## config.mk

```make
export PLATFORM = sky130hd
export DESIGN_NAME = led_mmio_port
export DESIGN_NICKNAME = d
export VERILOG_FILES = /design/src/rtl/led_mmio_port.sv
export SDC_FILE = /design/constraint.sdc
export NUM_CORES = 1
export LEC_CHECK = 0
export CAP_MARGIN = 20
export CORE_MARGIN = 2
export CORE_UTILIZATION = 27
export DETAILED_ROUTE_END_ITERATION = 12
export SLEW_MARGIN = 5
export SYNTH_ARGS = -nofsm -noshare
export SYNTH_HDL_FRONTEND = slang
export SYNTH_SLANG_ARGS = --single-unit
```

## constraint.sdc

```tcl
create_clock -name clk -period 11.4 [get_ports clk]
set_input_delay 2.28 -clock clk [delete_from_list [all_inputs] [get_ports clk]]
set_output_delay 2.28 -clock clk [all_outputs]
set_load 0.05 [all_outputs]
```

## src/rtl/led_mmio_port.sv

```systemverilog
// Memory-mapped LED output port: DATA / CTRL / PERIOD / STATUS registers in a
// 16-byte window, a 32-bit blink timer, and a registered LED output word.
module led_mmio_port #(
  parameter logic [31:0] BASE_ADDR = 32'h0000_1000,
  parameter logic [31:0] BLINK_DIV = 32'd25_000_000
) (
  input  logic        clk,
  input  logic        reset,
  input  logic [31:0] bus_addr,
  input  logic [31:0] bus_wdata,
  input  logic [3:0]  bus_be,
  input  logic        bus_we,
  input  logic        bus_re,
  output logic [31:0] bus_rdata,
  output logic        bus_ready,
  output logic [31:0] led_data
);

  localparam logic [1:0] SEL_DATA   = 2'd0;
  localparam logic [1:0] SEL_CTRL   = 2'd1;
  localparam logic [1:0] SEL_PERIOD = 2'd2;
  localparam logic [1:0] SEL_STATUS = 2'd3;

  // Merge the enabled bytes of a store into the current register value.
  function automatic logic [31:0] be_merge(input logic [31:0] cur,
                                           input logic [31:0] wdata,
                                           input logic [3:0]  be);
    logic [31:0] res;
    res = cur;
    for (int i = 0; i < 4; i++) begin
      if (be[i]) res[8*i +: 8] = wdata[8*i +: 8];
    end
    return res;
  endfunction

  // PERIOD = 0 behaves as 1 so the timer always makes progress.
  function automatic logic [31:0] eff_period(input logic [31:0] period);
    return (period == 32'd0) ? 32'd1 : period;
  endfunction

  logic [31:0] data_q;
  logic        blink_en_q;
  logic        invert_q;
  logic [31:0] period_q;
  logic [31:0] cnt_q;
  logic        phase_q;

  // ---- stage p0: address decode and access qualification ----
  logic        hit_p0;
  logic [1:0]  sel_p0;
  logic        wr_p0;
  logic        rd_p0;
  logic        period_wr_p0;
  logic        wrap_p0;
  logic [31:0] rd_val_p0;
  logic        unused_addr_lsb;

  assign hit_p0          = (bus_addr[31:4] == BASE_ADDR[31:4]);
  assign sel_p0          = bus_addr[3:2];
  assign wr_p0           = hit_p0 & bus_we;
  // A simultaneous write wins; the read half of the access is dropped.
  assign rd_p0           = hit_p0 & bus_re & ~bus_we;
  assign period_wr_p0    = wr_p0 & (sel_p0 == SEL_PERIOD);
  assign wrap_p0         = (cnt_q == eff_period(period_q) - 32'd1);
  assign unused_addr_lsb = ^bus_addr[1:0];

  // Read-data mux over the pre-edge register values.
  always_comb begin
    rd_val_p0 = 32'd0;
    case (sel_p0)
      SEL_DATA:   rd_val_p0 = data_q;
      SEL_CTRL:   rd_val_p0 = {30'd0, invert_q, blink_en_q};
      SEL_PERIOD: rd_val_p0 = period_q;
      SEL_STATUS: rd_val_p0 = {31'd0, phase_q};
      default:    rd_val_p0 = 32'd0;
    endcase
  end

  // ---- stage p1: registered state ----

  // Software-visible registers; STATUS writes are acknowledged but ignored.
  always_ff @(posedge clk or posedge reset) begin
    if (reset) begin
      data_q     <= 32'd0;
      blink_en_q <= 1'b0;
      invert_q   <= 1'b0;
      period_q   <= BLINK_DIV;
    end else if (wr_p0) begin
      case (sel_p0)
        SEL_DATA:   data_q <= be_merge(data_q, bus_wdata, bus_be);
        SEL_CTRL: begin
          if (bus_be[0]) begin
            blink_en_q <= bus_wdata[0];
            invert_q   <= bus_wdata[1];
          end
        end
        SEL_PERIOD: period_q <= be_merge(period_q, bus_wdata, bus_be);
        default: ;
      endcase
    end
  end

  // Blink timer: idle at cnt=0/phase=1 when disabled, so enabling always
  // starts a fresh half-period; a PERIOD write restarts the count only.
  always_ff @(posedge clk or posedge reset) begin
    if (reset) begin
      cnt_q   <= 32'd0;
      phase_q <= 1'b1;
    end else if (!blink_en_q) begin
      cnt_q   <= 32'd0;
      phase_q <= 1'b1;
    end else if (period_wr_p0) begin
      cnt_q   <= 32'd0;
    end else if (wrap_p0) begin
      cnt_q   <= 32'd0;
      phase_q <= ~phase_q;
    end else begin
      cnt_q   <= cnt_q + 32'd1;
    end
  end

  // LED word from pre-edge DATA, phase and CTRL.
  always_ff @(posedge clk or posedge reset) begin
    if (reset) begin
      led_data <= 32'd0;
    end else begin
      led_data <= ((phase_q | ~blink_en_q) ? data_q : 32'd0) ^ {32{invert_q}};
    end
  end

  // Bus response: one-cycle ready per hit, read data held until next read.
  always_ff @(posedge clk or posedge reset) begin
    if (reset) begin
      bus_ready <= 1'b0;
      bus_rdata <= 32'd0;
    end else begin
      bus_ready <= wr_p0 | rd_p0;
      if (rd_p0) bus_rdata <= rd_val_p0;
    end
  end

endmodule

```

==> results.toml, run 1 <==
[detailed_routing]
finalWirelength_mm = 21.0
wl_per_cell_um = 16.2
vias = 6042
drtPass1Iterations = 5
ant_nets = 0
post_drt_via_cell_ratio = 4.68
drt_iter0_markers = 284
drc = 0

[global_route]
grt_start_max_net_pins = 91
grt_overflow = 0
gr-usage-all-layers_pct = 13.3
grt_pass1_wl_mm = 34.6
antenna_found_initial = 0
grt_pass1_vias = 6295

[yosys]
ys_ff_latch = 164
synth_edf_count = 0
synth_cell_type_count = 59
netlist_area_mm2 = 0.00838
yosys_most_used_dff = "dfrtp_1"
synthArstFlopShare_pct = 100
syn_inst = 770
synth_top_area_share_pct = 45.1
yosysSeqAreaShare_pct = 49.2
syn_nets = 844
synth_top_area_cell = "dfrtp_1"
synth_area_per_cell_um2 = 10.9
ys_warn_count = 0
synth_area_leaders = "dfrtp_1 (45%), mux2_2 (9.0%), xnor2_1 (6.7%)"

[pwr]
leakage_nw = 4.50
power_mw = 1.22
power_density_mw_per_mm2 = 114
ir_drop_mv = 0.0856

[timing]
rsz0062_at_grt = "no"
post-route-period-util_pct = 46.0
tightestPinTransition_ns = 1.04
finalSetupViolations = 0
max_freq_ghz = 0.191
slew_headroom_pct = 30.5
min_period_ns = 5.24
hold_violations = 0
drv_slew = 0
tns_ns = 0
clock_skew_ns = 0.0111

[clock_tree]
clk_path_buf_depth = 2
cts_max_level = 4
cts_made_buffers = 17
post_cts_resized = 0
post-cts-setup-buffers = 0
cts_hold_buffers = 0
worstSkewPairLatency_ns = 0.43
cts_tree = "yes"
cts_root_buf = "clkbuf_16"
cts_num_sinks = 164
cts.clk_slew.worst_paths_ns = 0.06

[worst_setup_path]
crit_type = "flip-flop to flip-flop"
critPathLaunchType = "flip-flop"
cp.required_ns = 11.68
rr_startpoint = "period_q[23]"
rrSetupSlack_ns = 6.16
rr_endpoint = "cnt_q[28]"
worstPathArrival_ns = 5.53
cp_max_fo = 32
cp-end-kind = "flip-flop"
r2r_cells = 14

[placement]
numPortBuffers = 134
detailed_place_hpwl_mm = 15.6
dp.cells = 1260
globalplace.congestion = 0.851

[floorplanning]
start_util_pct = 27.4
core.rowCount = 64
dieArea_mm2 = 0.0325
coreArea_mm2 = 0.0306
fp.dieW_um = 180
die_h_um = 180
io_pins = 137

[min_path]
hold_end = "bus_rdata[17]"
whs_path_depth = 2
hold_class = "flip-flop to flip-flop"
min-delay-start = "bus_rdata[17]"

[final_layout]
drive_above_1_share_pct = 17.7
n_antenna_cell = 0
syn2layout_area_growth_pct = 27.2
final_common_cell = "dfrtp_1"
final_cell_mix = "dfrtp_1 (150), clkdlybuf4s50_1 (133), nand2_1 (94)"
nets = 957
final_cell_count_no_fill = 1292
fillers = 3061
final_core_util_pct = 34.8

[outcome]
outcome = "finished clean"

[job]
drv_cap = 0
==> cells in the mapped netlist (2+ instances only) <==
| library cell | number |
|---|---|
| a21oi_1 | 6 |
| o2111ai_1 | 2 |
| xor2_1 | 33 |
| or3_1 | 6 |
| nand3b_1 | 2 |
| o21ai_0 | 9 |
| and3_1 | 4 |
| nor4b_1 | 6 |
| inv_1 | 12 |
| o41a_1 | 2 |
| or4_1 | 6 |
| nor2_1 | 28 |
| a31oi_1 | 7 |
| buf_1 | 7 |
| nand2_1 | 94 |
| nor4_1 | 19 |
| nor3b_1 | 2 |
| o211ai_1 | 2 |
| o41ai_1 | 2 |
| nand3_1 | 19 |
| nor2b_1 | 8 |
| buf_2 | 2 |
| nor3_1 | 16 |
| and4_1 | 4 |
| nand4_1 | 8 |
| mux2_2 | 67 |
| mux2i_1 | 32 |
| nand2b_1 | 5 |
| or2_2 | 2 |
| buf_6 | 4 |
| clkbuf_1 | 33 |
| xnor2_1 | 64 |
| o221ai_1 | 4 |
| nor2_2 | 30 |
| dfrtp_1 | 151 |
| ha_1 | 2 |
| a22oi_1 | 4 |
| dfstp_2 | 13 |
| o31ai_1 | 33 |
==> final cells by class <==
class	instances	area, um2	share of cell area [%]
inverter	12	50.0	0.470
multi-input combinational	548	4010	37.6
sequential	164	4120	38.7
timing repair buffer	140	1380	13.0
tap	396	495	4.65
clock inverter	11	154	1.44
clock buffer	21	450	4.23
==> report_power, final <==
group	switching [mW]	total, mW	internal, mW
Sequential	0.00000000774	0.582	0.582
Combinational	0.0235	0.0480	0.0244
Clock	0.236	0.588	0.352
==> sequential cells by signal (all words and copies together) (netlist names) <==
signal      count
bus_ready       1
phase_q         1
led_data       32
data_q         32
invert_q        1
blink_en_q      1
bus_rdata      32
period_q       32
cnt_q          32
==> routing by layer <==
metal	global-route usage [%]	vias to the layer above	share of wire, %
met3	2.32	23	3.3
met1	16.6	2946	45
li1	-	2950	-
met4	4.61	0	1.9
met5	0	-	0
met2	23.1	123	50
==> worst max path at each step <==
| stage | slack, ns | cells after the start | to | start |
|---|---|---|---|---|
| floorplan | 4.71 | 1 | blink_en_q | reset |
| global placement | 6.23 | 14 | cnt_q[31] | period_q[23] |
| detailed placement | 6.20 | 14 | cnt_q[31] | period_q[23] |
| CTS | 6.15 | 14 | cnt_q[28] | period_q[23] |
| global route | 5.81 | 14 | cnt_q[28] | period_q[23] |
| finish | 6.16 | 14 | cnt_q[28] | period_q[23] |
==> logic make-up after synthesis <==
family | share of synthesized area [%]
adders and majority gates | 0.299
muxes | 13.2
DFF | 49.2
and+or+nand+nor | 16.6
AOI/OAI and AO/OA | 7.59
buffers and inverters | 2.99
xor gates and xnor gates | 10.1
==> critical path, stage by stage (launching register included) <==
cell     delay (ns)
dfrtp_1        0.47
or4_1          0.60
or4_4          0.67
nor4_4         0.44
nor2_1         0.08
ha_1           0.25
nor3b_1        0.20
nand4_1        0.35
nor2_1         0.14
or4b_2         0.67
a22oi_1        0.20
nand4_2        0.16
o31ai_4        0.27
buf_4          0.48
a21oi_1        0.10
==> stage by stage <==
stage	cell area, um2	hold slack, ns	setup WS (ns)
floorplan	8380	0.497	4.71
global placement	10100	0.462	6.23
detailed placement	10100	0.470	6.20
CTS	10700	0.484	6.15
global route	10700	0.501	5.81
finish	10700	0.477	6.16
Note: power is estimated with default switching activity, not from simulation.
==> inputs of run 2 (changes only) <==
==> constraint.sdc (replaced) <==
create_clock -name clk -period 5 [get_ports clk]
set_input_delay 1 -clock clk [delete_from_list [all_inputs] [get_ports clk]]
set_output_delay 1 -clock clk [all_outputs]
set_load 0.05 [all_outputs]
==> results.toml, run 2 (synthesized netlist as in run 1, its figures left out) <==
[pwr]
power.internal_mw = 2.13
p_sw_share_pct = 22.7
ir_drop_mv = 0.201
clock_power_share_pct = 47.9
leakage_nw = 4.53
power_density_mw_per_mm2 = 257
seqPwrFrac_pct = 48.1
pwr-share-comb_pct = 4.0
p_sw_mw = 0.626

[worst_setup_path]
crit_path_cell_trace = "or4_1 -> or4_4 -> nor4_4 -> nor2_1 -> ha_1 -> nor3b_1 -> nand4_1 -> nor2_1 -> or4b_2 -> a22oi_1 -> nand4_2 -> o31ai_4 -> buf_12 -> a21oi_1"
rr_startpoint = "period_q[21]"
crit_type = "flip-flop to flip-flop"
crit_slowest_cell = "or4b_2"
cp-end-kind = "flip-flop"
cpMostUsedCell = "nor2_1"
endpoint = "cnt_q[28]"
startpoint = "period_q[21]"
cp_max_fo = 32
cp.required_ns = 5.31
rrSetupSlack_ns = 0.48
crit_path_max_incr_delay_ns = 0.65
r2r_cells = 14
critPathLaunchType = "flip-flop"
rr_endpoint = "cnt_q[28]"
worstPathArrival_ns = 4.82

[detailed_routing]
finalWirelength_mm = 21.4
wl_per_cell_um = 16.5
ant_nets = 0
post_drt_via_cell_ratio = 4.77
drc = 0
drt_iter0_markers = 245
vias = 6193
drtPass1Iterations = 4

[clock_tree]
cts_tree = "yes"
post-cts-setup-buffers = 0
cts_max_level = 4
post_cts_resized = 0
cts_hold_buffers = 0
cts_num_sinks = 164
cts_made_buffers = 17
clk_path_buf_depth = 2
cts.clk_slew.worst_paths_ns = 0.07
worstSkewPairLatency_ns = 0.43
cts_root_buf = "clkbuf_16"

[floorplanning]
dieArea_mm2 = 0.0325
fp.dieW_um = 180
coreArea_mm2 = 0.0306
die_h_um = 180
io_pins = 137
start_util_pct = 27.4
core.rowCount = 64

[global_route]
gr-usage-all-layers_pct = 13.6
antenna_found_initial = 0
grt_start_max_net_pins = 165
grt_overflow = 0
grt_pass1_wl_mm = 35.1
grt_pass1_vias = 6380

[timing]
post-route-period-util_pct = 90.3
min_period_ns = 4.52
rsz0062_at_grt = "no"
tightestPinTransition_ns = 1.02
hold_violations = 0
clock_skew_ns = 0.0133
worst_hold_slack_ns = 0.478
finalSetupViolations = 0
max_freq_ghz = 0.221
drv_slew = 0
slew_headroom_pct = 32.3
tns_ns = 0

[placement]
globalplace.congestion = 0.915
detailed_place_hpwl_mm = 15.8
numPortBuffers = 134

[final_layout]
final_cell_mix = "dfrtp_1 (150), clkdlybuf4s50_1 (133), nand2_1 (94)"
syn2layout_area_growth_pct = 27.9
drive_above_1_share_pct = 18.5
n_antenna_cell = 0
nets = 962
final_common_cell = "dfrtp_1"

[min_path]
hold_class = "flip-flop to flip-flop"

[outcome]
outcome = "finished clean"

[job]
drv_cap = 0
run 2: cell types whose count changed in the layout (fill, tap and decap cells not counted):
cell	delta
buf_4	+3
clkbuf_1	-3
clkinvlp_4	+3
buf_12	+2
clkinv_4	-2
inv_6	+2
bufinv_16	-1
clkbuf_8	-1
clkinv_8	+1
inv_8	+1
run 2: how the worst min path moves through the flow:
| stage | start | end | slack (ns) | depth (start not counted) |
|---|---|---|---|---|
| final | bus_rdata[18] | bus_rdata[18] | 0.48 | 2 |
| after global routing | bus_rdata[18] | bus_rdata[18] | 0.50 | 2 |
| after CTS | bus_rdata[18] | bus_rdata[18] | 0.48 | 2 |
| after detailed placement | bus_rdata[14] | bus_rdata[14] | 0.47 | 2 |
| after global placement | bus_rdata[30] | bus_rdata[30] | 0.47 | 2 |
| after floorplan | data_q[0] | data_q[0] | 0.50 | 1 |
run 2: critical path, delay by kind of cell, from the launching register on:
kind	cells	cell delay, ns
adders and majority gates	1	0.26
buffers and inverters	1	0.27
AOI/OAI and AO/OA	3	0.56
and+or+nand+nor	9	2.87
DFF	1	0.41
run 2: layout make-up:
class,instances,area (um2)
Sequential cell,164,4120
Clock buffer,17,425
Inverter,12,48.8
Clock inverter,15,175
Tap cell,396,495
Multi-Input combinational cell,548,4010
Fill cell,3073,19900
Timing Repair Buffer,145,1440
run 2: per-stage QoR:
step / worst slack, ns / std cells / cell area, um2 / utilization (%) / power [mW]
after global placement: 0.529 / 1265 / 10100 / 33.1 / 1.46
after CTS: 0.472 / 1297 / 10700 / 35.0 / 2.79
final: 0.484 / 1297 / 10700 / 35.0 / 2.76
after detailed placement: 0.498 / 1265 / 10100 / 33.1 / 1.46
after floorplan: 0.642 / 770 / 8380 / - / 1.39
after global routing: 0.232 / 1297 / 10700 / 35.0 / 2.85
run 2: power groups by stage:
| stage | Sequential [mW] | Clock, mW | Combinational [mW] |
|---|---|---|---|
| 6_report | 1.33 | 1.32 | 0.110 |
| 5_1_grt | 1.33 | 1.41 | 0.121 |
| 4_1_cts | 1.33 | 1.35 | 0.113 |
| 3_5_place_dp | 1.35 | 0 | 0.112 |
| 3_3_place_gp | 1.35 | 0 | 0.112 |
| 2_1_floorplan | 1.35 | 0 | 0.0369 |
run 2: routing by layer:
layer  track usage, %  part of all wire, %  vias to the layer above
li1                 -                    -                     2959
met1             17.3                   45                     3088
met2             23.2                   50                      121
met3             2.34                  2.8                       25
met4             4.74                  2.0                        0
met5                0                    0                        -
==> inputs of run 3 (changes only) <==
--- a/config.mk
+++ b/config.mk
@@ -9,6 +9,7 @@
 export CORE_MARGIN = 2
 export CORE_UTILIZATION = 27
 export DETAILED_ROUTE_END_ITERATION = 12
+export HOLD_SLACK_MARGIN = 0.15
 export SLEW_MARGIN = 5
 export SYNTH_ARGS = -nofsm -noshare
 export SYNTH_HDL_FRONTEND = slang
==> results of run 3 <==
No change in the layout: final DEF, timing and power equal those of run 2.
